File: src/rtl/averaging_accumulator.sv
// Windowed averaging accumulator: sums a power-of-two count of samples and
// publishes the floor-mean on the rising edge of show.
module averaging_accumulator #(
  parameter int sample_width   = 12,
  parameter int sample_count   = 16,
  parameter int signed_samples = 0
) (
  input  logic                    clock,
  input  logic                    pulsified_reset,
  input  logic                    clear,
  input  logic                    add,
  input  logic                    show,
  input  logic [sample_width-1:0] sample,
  output logic [sample_width-1:0] average,
  output logic                    average_valid,
  output logic                    count_error
);

  localparam int shift_amount = $clog2(sample_count);
  localparam int acc_width    = sample_width + shift_amount;
  localparam int count_width  = shift_amount + 1;
  localparam logic [count_width-1:0] count_full = count_width'(sample_count);

  logic [acc_width-1:0]   acc;
  logic [count_width-1:0] count;
  logic                   show_prev;

  logic                   window_full;
  logic                   show_rise;
  logic                   add_accept;
  logic                   add_reject;
  logic                   ext_bit;
  logic [acc_width-1:0]   sample_ext;

  // Window protocol: clear opens a window; each cycle with add high takes one
  // sample until sample_count are held; the first cycle show is seen high
  // publishes. add is refused (and flagged) while full or while show is high.
  always_comb begin
    window_full = (count == count_full);
    show_rise   = show & ~show_prev;
    add_accept  = add & ~show & ~window_full;
    add_reject  = add & (show | window_full);
    ext_bit     = (signed_samples != 0) && sample[sample_width-1];
    sample_ext  = {{shift_amount{ext_bit}}, sample};
  end

  always_ff @(posedge clock or posedge pulsified_reset) begin
    if (pulsified_reset) begin
      acc           <= '0;
      count         <= '0;
      show_prev     <= 1'b0;
      average       <= '0;
      average_valid <= 1'b0;
      count_error   <= 1'b0;
    end else begin
      show_prev <= show;
      if (clear) begin
        acc           <= '0;
        count         <= '0;
        average_valid <= 1'b0;
        count_error   <= 1'b0;
      end else begin
        if (add_accept) begin
          acc   <= acc + sample_ext;
          count <= count + count_width'(1);
        end
        if (add_reject) begin
          count_error <= 1'b1;
        end
        // Dropping the low shift_amount bits is the floor division for both
        // signednesses, since the accumulator is already sign-extended.
        if (show_rise) begin
          if (window_full) begin
            average       <= acc[acc_width-1:shift_amount];
            average_valid <= 1'b1;
          end else begin
            count_error   <= 1'b1;
          end
        end
      end
    end
  end

endmodule
File: config.mk
export PLATFORM = sky130hd
export DESIGN_NAME = averaging_accumulator
export DESIGN_NICKNAME = d
export VERILOG_FILES = /design/src/rtl/averaging_accumulator.sv
export SDC_FILE = /design/constraint.sdc
export NUM_CORES = 1
export LEC_CHECK = 0
export ABC_AREA = 1
export BUFFER_PORTS_ARGS = -buffer_cell sky130_fd_sc_hd__buf_2
export CORE_MARGIN = 3
export CORE_UTILIZATION = 40
export CTS_CLUSTER_SIZE = 8
export DETAILED_ROUTE_END_ITERATION = 10
export SLEW_MARGIN = 20
export SYNTH_ARGS = -nofsm -noshare
export SYNTH_HDL_FRONTEND = slang
export SYNTH_SLANG_ARGS = --single-unit
File: constraint.sdc
create_clock -name clock -period 1.75 [get_ports clock]
set_input_delay 0.2625 -clock clock [delete_from_list [all_inputs] [get_ports clock]]
set_output_delay 0.2625 -clock clock [all_outputs]
set_load 0.05 [all_outputs]
==> results.rst, run 1 <==
.. list-table::
   :header-rows: 1

   * - Metric
     - Value
   * - Run status
     - complete, no violations
   * - Net Count, Synth
     - 322
   * - Number of placement rows
     - 26
   * - Flip-flop and latch count after synthesis
     - 36
   * - Post-synthesis average cell area
     - 7.78 µm²
   * - Share of cells above drive strength 1
     - 26.4%
   * - DP Area
     - 2510 µm²
   * - Worst setup timing slack at the placement stage
     - 0.0279 ns
   * - Number of flops mapped to enable cells by yosys
     - 0
   * - Count of final max-slew check failures
     - 0
   * - Detail Placement HPWL
     - 3.64 mm
   * - Slew margin rel.
     - 69.4%
   * - DRC marker count from the first detailed-route iteration
     - 106
   * - Critical path peak fanout
     - 3
   * - Synth Warn #
     - 0
   * - Area of the core
     - 5270 µm²
   * - H-tree level count
     - 2
   * - Path category of the worst min-delay check
     - in2async
   * - Wire length of the first global-routing pass
     - 8.47 mm
   * - Overall global routing resource usage
     - 16.7%
   * - Final routed wire length divided by cell count
     - 12.1 µm
   * - Stages on the worst setup path
     - 11
   * - Number of hold-slack violations in the final timing report
     - 0
   * - Prevailing post-synth register cell
     - sky130_fd_sc_hd__dfrtp_1
   * - Total standard cell area after synthesis
     - 2260 µm²
   * - Initial antenna violation count
     - 0
   * - P_leak
     - 1.47 nW
   * - Smallest setup slack after layout
     - 0.0814 ns
   * - Total congestion overflow
     - 0
   * - RSZ-0062 raised after global routing
     - true
   * - Library cell appearing most often on the critical path
     - sky130_fd_sc_hd__nand3_2
   * - Buffers added on ports
     - 30
   * - Final sum of negative setup slack
     - 0 ns
   * - Pwr Density
     - 708 nW/µm²
   * - Number of cells on the worst reg-to-reg path
     - 11
   * - Number of distinct standard cells referenced by the synthesized netlist
     - 29
   * - Count of endpoints failing setup in the final report
     - 0
   * - Area delta synth->final
     - 20.6%
   * - Launching element type of the critical path
     - register
   * - Share of synthesized registers carrying an async set or reset
     - 100%
   * - Total buffers and inverters traversed by the critical path
     - 2
   * - Endpoint arrival time on the critical path
     - 1.85 ns
   * - Boundary pin count
     - 31
   * - Clock insertion delay at the later pin of the skew report
     - 0.29 ns
   * - Total Wirelength
     - 4.83 mm
   * - Vias after detailed routing
     - 1921
   * - Worst-case hold slack
     - 0.0721 ns
   * - Clk slew on worst S/H paths
     - 0.07 ns
   * - Die extent in x
     - 81.1 µm
   * - Ordered list of cells on the worst path
     - ha_2 -> inv_2 -> fa_2 -> inv_2 -> nand3_1 -> nand3_2 -> nand3_2 -> nand3_2 -> nand3_2 -> nand2_1 -> nor2_1
   * - Sequential-to-total area share from yosys stat
     - 39.9%
   * - TritonCTS buffer count
     - 5
   * - Clock buffer depth
     - 2
   * - Diodes inserted
     - 0
   * - Remaining antenna violation count
     - 0
   * - Die area
     - 6580 µm²
   * - Via count of the first global-routing pass
     - 1889
   * - Maximum clock frequency
     - 599 MHz
   * - Pin count of the biggest net entering global routing
     - 37
   * - Kind of end point of the critical path
     - register
   * - Required time at the worst-slack endpoint
     - 1.93 ns
   * - Worst clock skew on the final layout
     - 0.00621 ns
   * - Layout net count
     - 361
   * - Final Cycle Share
     - 95.3%
   * - Hold buffer count at CTS
     - 0
   * - Initial core utilization
     - 42.8%
   * - Slowest CP cell
     - sky130_fd_sc_hd__fa_2
   * - Routed vias/inst
     - 4.80
   * - Cell family with the largest share of critical-path delay
     - adder cells
   * - Die height
     - 81.1 µm
   * - Final Cell Area
     - 2720 µm²
   * - Max capacitance violation total
     - 0
   * - Synthesized instance count
     - 290
   * - WS Path Type
     - reg2reg
   * - CTS root buf
     - sky130_fd_sc_hd__clkbuf_8
   * - Sinks on the clock net
     - 36
   * - Delay of the slowest cell on the worst path
     - 0.39 ns
   * - Worst IR Drop VDD
     - 0.480 mV
   * - Remaining DRCs
     - 0
   * - Pin slew with the least headroom to its limit
     - 0.460 ns
   * - Min cycle time layout
     - 1.67 ns
   * - DRT Pass-1 Iters
     - 4
   * - Global placement routability congestion
     - 0.813
   * - CTS tree
     - built
layer usage:
layer	track usage [%]	wire (µm)	part of all wire [%]	vias to the layer above
li1	-	-	-	1006
met1	22.7	2380	49	876
met2	26.7	2180	45	32
met3	3.33	200	4.1	7
met4	5.07	67	1.4	0
met5	0	0	0	-
layout by cell type, fill, tap and decap left out, drive strengths merged:
cell,synthesis,layout
inv,49,49
nor3,4,4
nand4,3,3
buf,3,35
nor2,20,20
mux2,6,6
a22o,1,1
nand3,20,20
o21a,1,1
o22ai,2,2
o21ai,20,20
xnor2,1,1
clkbuf,0,8
or2,1,1
nand3b,2,2
dfrtp,36,36
nand2,86,86
ha,14,14
o211ai,1,1
a21oi,17,17
xor2,2,2
fa,1,1
state kept, by name, summed over array words and instances, names as in the netlist:
signal,cells
acc,16
count,5
average,12
count_error,1
show_prev,1
average_valid,1
tightest hold or removal path, stage by stage:
cell and delay, ns:
sky130_fd_sc_hd__buf_2 0.09, sky130_fd_sc_hd__inv_1 0.04, sky130_fd_sc_hd__buf_4 0.40
cell type report:
class	instances	area, µm²
sequential	36	901
inverter	49	184
timing repair buffer	35	188
tap	70	87.6
clock buffer	8	90.1
multi-input combinational	202	1270
fill	522	2550
cells in the mapped netlist (all sizes together), types with 3 or more instances:
library cell / instances / area share (%)
nand2: 86 / 15
nand4: 3 / 1.5
ha: 14 / 7.8
buf: 3 / 1.2
a21oi: 17 / 3.8
nor3: 4 / 1.1
nand3: 20 / 5.0
o21ai: 20 / 5.4
mux2: 6 / 3.0
inv: 49 / 8.1
dfrtp: 36 / 40
nor2: 20 / 3.3
through the flow:
step / util, % / power, mW / cells
after floorplan: - / 1.19 / 290
after global placement: 47.6 / 1.29 / 392
after detailed placement: 47.6 / 1.29 / 392
after CTS: 49.3 / 1.91 / 400
after global routing: 51.6 / 2.05 / 400
final: 51.6 / 1.93 / 400
path summary, 6_finish.rpt:
path / slack [ns] / to / start
hold / removal: 0.07 / acc[6]$_DFFE_PP0P_ / pulsified_reset
setup reg to reg: 0.08 / acc[12]$_DFFE_PP0P_ / acc[0]$_DFFE_PP0P_
hold reg to reg: 0.48 / average[5]$_DFFE_PP0P_ / average[5]$_DFFE_PP0P_
setup / recovery: 0.08 / acc[12]$_DFFE_PP0P_ / acc[0]$_DFFE_PP0P_
max in group asynchronous: 1.36 / acc[12]$_DFFE_PP0P_ / pulsified_reset
min in group clock: 0.12 / show_prev$_DFF_PP0_ / show
where the power goes:
| group | total [mW] | switching [mW] | internal, mW |
|---|---|---|---|
| clock network | 0.614 | 0.293 | 0.321 |
| registers | 0.900 | 0.0293 | 0.870 |
| logic | 0.412 | 0.251 | 0.161 |
| total | 1.93 | 0.574 | 1.35 |
logic make-up after synthesis:
family	share of synthesized area (%)
compound gates	10.8
xor+xnor	1.16
fa+ha+maj	8.65
buf+inv	9.31
flops	39.9
mux	2.99
simple gates	27.2
what timing repair did:
action / 4_1_cts / 5_1_grt
endpoints found under the setup margin: 0 / 8
resized for setup: 0 / 26
buffers inserted: 0 / 0
No activity file was read; power rests on OpenSTA's default activity.
==> run 2, diff against run 1 <==
--- a/config.mk
+++ b/config.mk
@@ -11,6 +11,7 @@
 export CORE_UTILIZATION = 40
 export CTS_CLUSTER_SIZE = 8
 export DETAILED_ROUTE_END_ITERATION = 10
+export SETUP_SLACK_MARGIN = 0.1
 export SLEW_MARGIN = 20
 export SYNTH_ARGS = -nofsm -noshare
 export SYNTH_HDL_FRONTEND = slang
==> results.rst, run 2 (synthesized netlist as in run 1, its figures left out) <==
.. list-table::
   :header-rows: 1

   * - Metric
     - Value
   * - Run status
     - complete, no violations (unchanged)
   * - Clock buffer depth
     - 2 (unchanged)
   * - Clk slew on worst S/H paths
     - 0.07 ns (about the same)
   * - Initial antenna violation count
     - 0 (unchanged)
   * - P_leak
     - 1.49 nW (was 1.47 nW)
   * - Largest register FFs
     - 16 (unchanged)
   * - Final sum of negative setup slack
     - 0 ns (unchanged)
   * - Overall global routing resource usage
     - 16.7% (about the same)
   * - CTS root buf
     - sky130_fd_sc_hd__clkbuf_8 (unchanged)
   * - Kind of end point of the critical path
     - register (unchanged)
   * - Final Cycle Share
     - 94.3% (was 95.3%)
   * - Area of the core
     - 5270 µm² (unchanged)
   * - DRT Pass-1 Iters
     - 4 (unchanged)
   * - Routed vias/inst
     - 4.83 (was 4.80)
   * - Layout filler cell count
     - 519 (was 522)
   * - Number of cells in the finished layout apart from fillers
     - 402 (was 400)
   * - Endpoint arrival time on the critical path
     - 1.83 ns (was 1.85 ns)
   * - Registers with the highest flip-flop counts
     - acc x16, average x12, count x5 (unchanged)
   * - Diodes inserted
     - 0 (unchanged)
   * - Pin count of the biggest net entering global routing
     - 37 (unchanged)
   * - Slew margin rel.
     - 67.9% (was 69.4%)
   * - Max capacitance violation total
     - 0 (unchanged)
   * - Die extent in x
     - 81.1 µm (unchanged)
   * - Library cell appearing most often on the critical path
     - sky130_fd_sc_hd__nand2_2 (was sky130_fd_sc_hd__nand3_2)
   * - Clock insertion delay at the later pin of the skew report
     - 0.29 ns (about the same)
   * - Critical path peak fanout
     - 4 (was 3)
   * - Worst IR Drop VDD
     - 0.489 mV (was 0.480 mV)
   * - Smallest setup slack after layout
     - 0.100 ns (was 0.0814 ns)
   * - Min cycle time layout
     - 1.65 ns (was 1.67 ns)
   * - Maximum clock frequency
     - 606 MHz (was 599 MHz)
   * - Pin slew with the least headroom to its limit
     - 0.481 ns (was 0.460 ns)
   * - Number of hold-slack violations in the final timing report
     - 0 (unchanged)
   * - Via count of the first global-routing pass
     - 1885 (was 1889)
   * - Final routed wire length divided by cell count
     - 12.3 µm (was 12.1 µm)
   * - Die height
     - 81.1 µm (unchanged)
   * - Utilization of the core after routing
     - 54.1% (was 51.6%)
   * - Number of placement rows
     - 26 (unchanged)
   * - Total buffers and inverters traversed by the critical path
     - 2 (unchanged)
   * - WS Path Type
     - reg2reg (unchanged)
   * - H-tree level count
     - 2 (unchanged)
   * - Share of cells above drive strength 1
     - 31.3% (was 26.4%)
   * - Total congestion overflow
     - 0 (unchanged)
   * - Detail Placement HPWL
     - 3.64 mm (unchanged)
   * - Launching element type of the critical path
     - register (unchanged)
   * - Initial core utilization
     - 42.8% (unchanged)
   * - Boundary pin count
     - 31 (unchanged)
   * - RSZ-0062 raised after global routing
     - true (unchanged)
   * - Most frequent cells in the layout
     - 69 x sky130_fd_sc_hd__nand2_1, 42 x sky130_fd_sc_hd__inv_1, 36 x sky130_fd_sc_hd__dfrtp_1 (was 76 x sky130_fd_sc_hd__nand2_1, 43 x sky130_fd_sc_hd__inv_1, 36 x sky130_fd_sc_hd__dfrtp_1)
   * - TritonCTS buffer count
     - 5 (unchanged)
   * - CTS tree
     - built (unchanged)
   * - Count of endpoints failing setup in the final report
     - 0 (unchanged)
   * - Remaining DRCs
     - 0 (unchanged)
   * - Vias after detailed routing
     - 1941 (was 1921)
   * - Path category of the worst min-delay check
     - in2async (unchanged)
   * - Worst clock skew on the final layout
     - 0.00560 ns (was 0.00621 ns)
   * - Ordered list of cells on the worst path
     - ha_2 -> inv_2 -> fa_2 -> inv_2 -> nand4_1 -> nand2_2 -> nand2_2 -> nand2_2 -> nand3_2 -> nand2_1 -> nor2_1 (was ha_2 -> inv_2 -> fa_2 -> inv_2 -> nand3_1 -> nand3_2 -> nand3_2 -> nand3_2 -> nand3_2 -> nand2_1 -> nor2_1)
   * - Required time at the worst-slack endpoint
     - 1.93 ns (about the same)
   * - Cell family with the largest share of critical-path delay
     - adder cells (unchanged)
   * - DP Area
     - 2510 µm² (unchanged)
   * - Final Cell Area
     - 2850 µm² (was 2720 µm²)
   * - Pwr Density
     - 690 nW/µm² (was 708 nW/µm²)
   * - Area delta synth->final
     - 26.3% (was 20.6%)
   * - Register containing the most flip-flops in the final layout
     - acc (unchanged)
   * - Placed insts
     - 392 (unchanged)
   * - Layout net count
     - 363 (was 361)
   * - Global placement routability congestion
     - 0.813 (unchanged)
   * - Reg area
     - 901 µm² (unchanged)
   * - Remaining antenna violation count
     - 0 (unchanged)
   * - DRC marker count from the first detailed-route iteration
     - 120 (was 106)
   * - Buffers added on ports
     - 30 (unchanged)
   * - Total Wirelength
     - 4.96 mm (was 4.83 mm)
   * - Worst setup timing slack at the placement stage
     - 0.0279 ns (unchanged)
   * - Wire length of the first global-routing pass
     - 8.47 mm (unchanged)
   * - Multi-input gate area in the final layout
     - 1370 µm² (was 1270 µm²)
   * - Delay of the slowest cell on the worst path
     - 0.39 ns (about the same)
   * - Most common library cell in the layout ignoring fill and taps
     - sky130_fd_sc_hd__nand2_1 (unchanged)
   * - Die area
     - 6580 µm² (unchanged)
   * - Sinks on the clock net
     - 36 (unchanged)
   * - Count of final max-slew check failures
     - 0 (unchanged)
   * - Slowest CP cell
     - sky130_fd_sc_hd__fa_2 (unchanged)
[run 2: cell type report]
type	instances	share of cell area [%]
Inverter	49	6.76
Tap cell	70	3.07
Multi-Input combinational cell	202	48.0
Timing Repair Buffer	37	7.37
Sequential cell	36	31.6
Clock buffer	8	3.16
[run 2: through the flow]
step           power (mW)  hold slack (ns)
6_report             1.97           0.0640
5_1_grt              2.09            0.109
4_1_cts              1.91           0.0884
3_5_place_dp         1.29            0.409
3_3_place_gp         1.29            0.401
2_1_floorplan        1.19            0.294
[run 2: metal layers]
layer	global-route usage [%]	up-vias	wire (µm)
met1	22.6	889	2460
met2	26.8	38	2240
met5	0	-	0
met3	3.33	7	198
met4	5.07	0	68
li1	-	1007	-
[run 2: report_power, final]
group          internal [mW]  switching [mW]
clock                  0.321           0.294
combinational          0.182           0.267
sequential             0.870          0.0325
[run 2: repair_timing]
item / in CTS / in global routing
hold buffers: 0 / 0
setup buffers: 0 / 2
endpoints found under the setup margin: 4 / 21
pin swaps: 0 / 15
resized for setup: 3 / 46
[run 2: final timing paths]
check                      cells after the start                   start                     end  slack, ns
max in group asynchronous                      3         pulsified_reset  average[7]$_DFFE_PP0P_       1.35
min in group clock                             1                    show     show_prev$_DFF_PP0_       0.12
setup reg to reg                              11      acc[0]$_DFFE_PP0P_     acc[14]$_DFFE_PP0P_       0.10
hold / removal                                 3         pulsified_reset      acc[4]$_DFFE_PP0P_       0.06
setup / recovery                              11      acc[0]$_DFFE_PP0P_     acc[14]$_DFFE_PP0P_       0.10
hold reg to reg                                2  average[5]$_DFFE_PP0P_  average[5]$_DFFE_PP0P_       0.48
[run 2: worst min-delay path, stage by stage]
cell and delay [ns]:
sky130_fd_sc_hd__buf_2 0.09, sky130_fd_sc_hd__inv_1 0.04, sky130_fd_sc_hd__buf_4 0.39
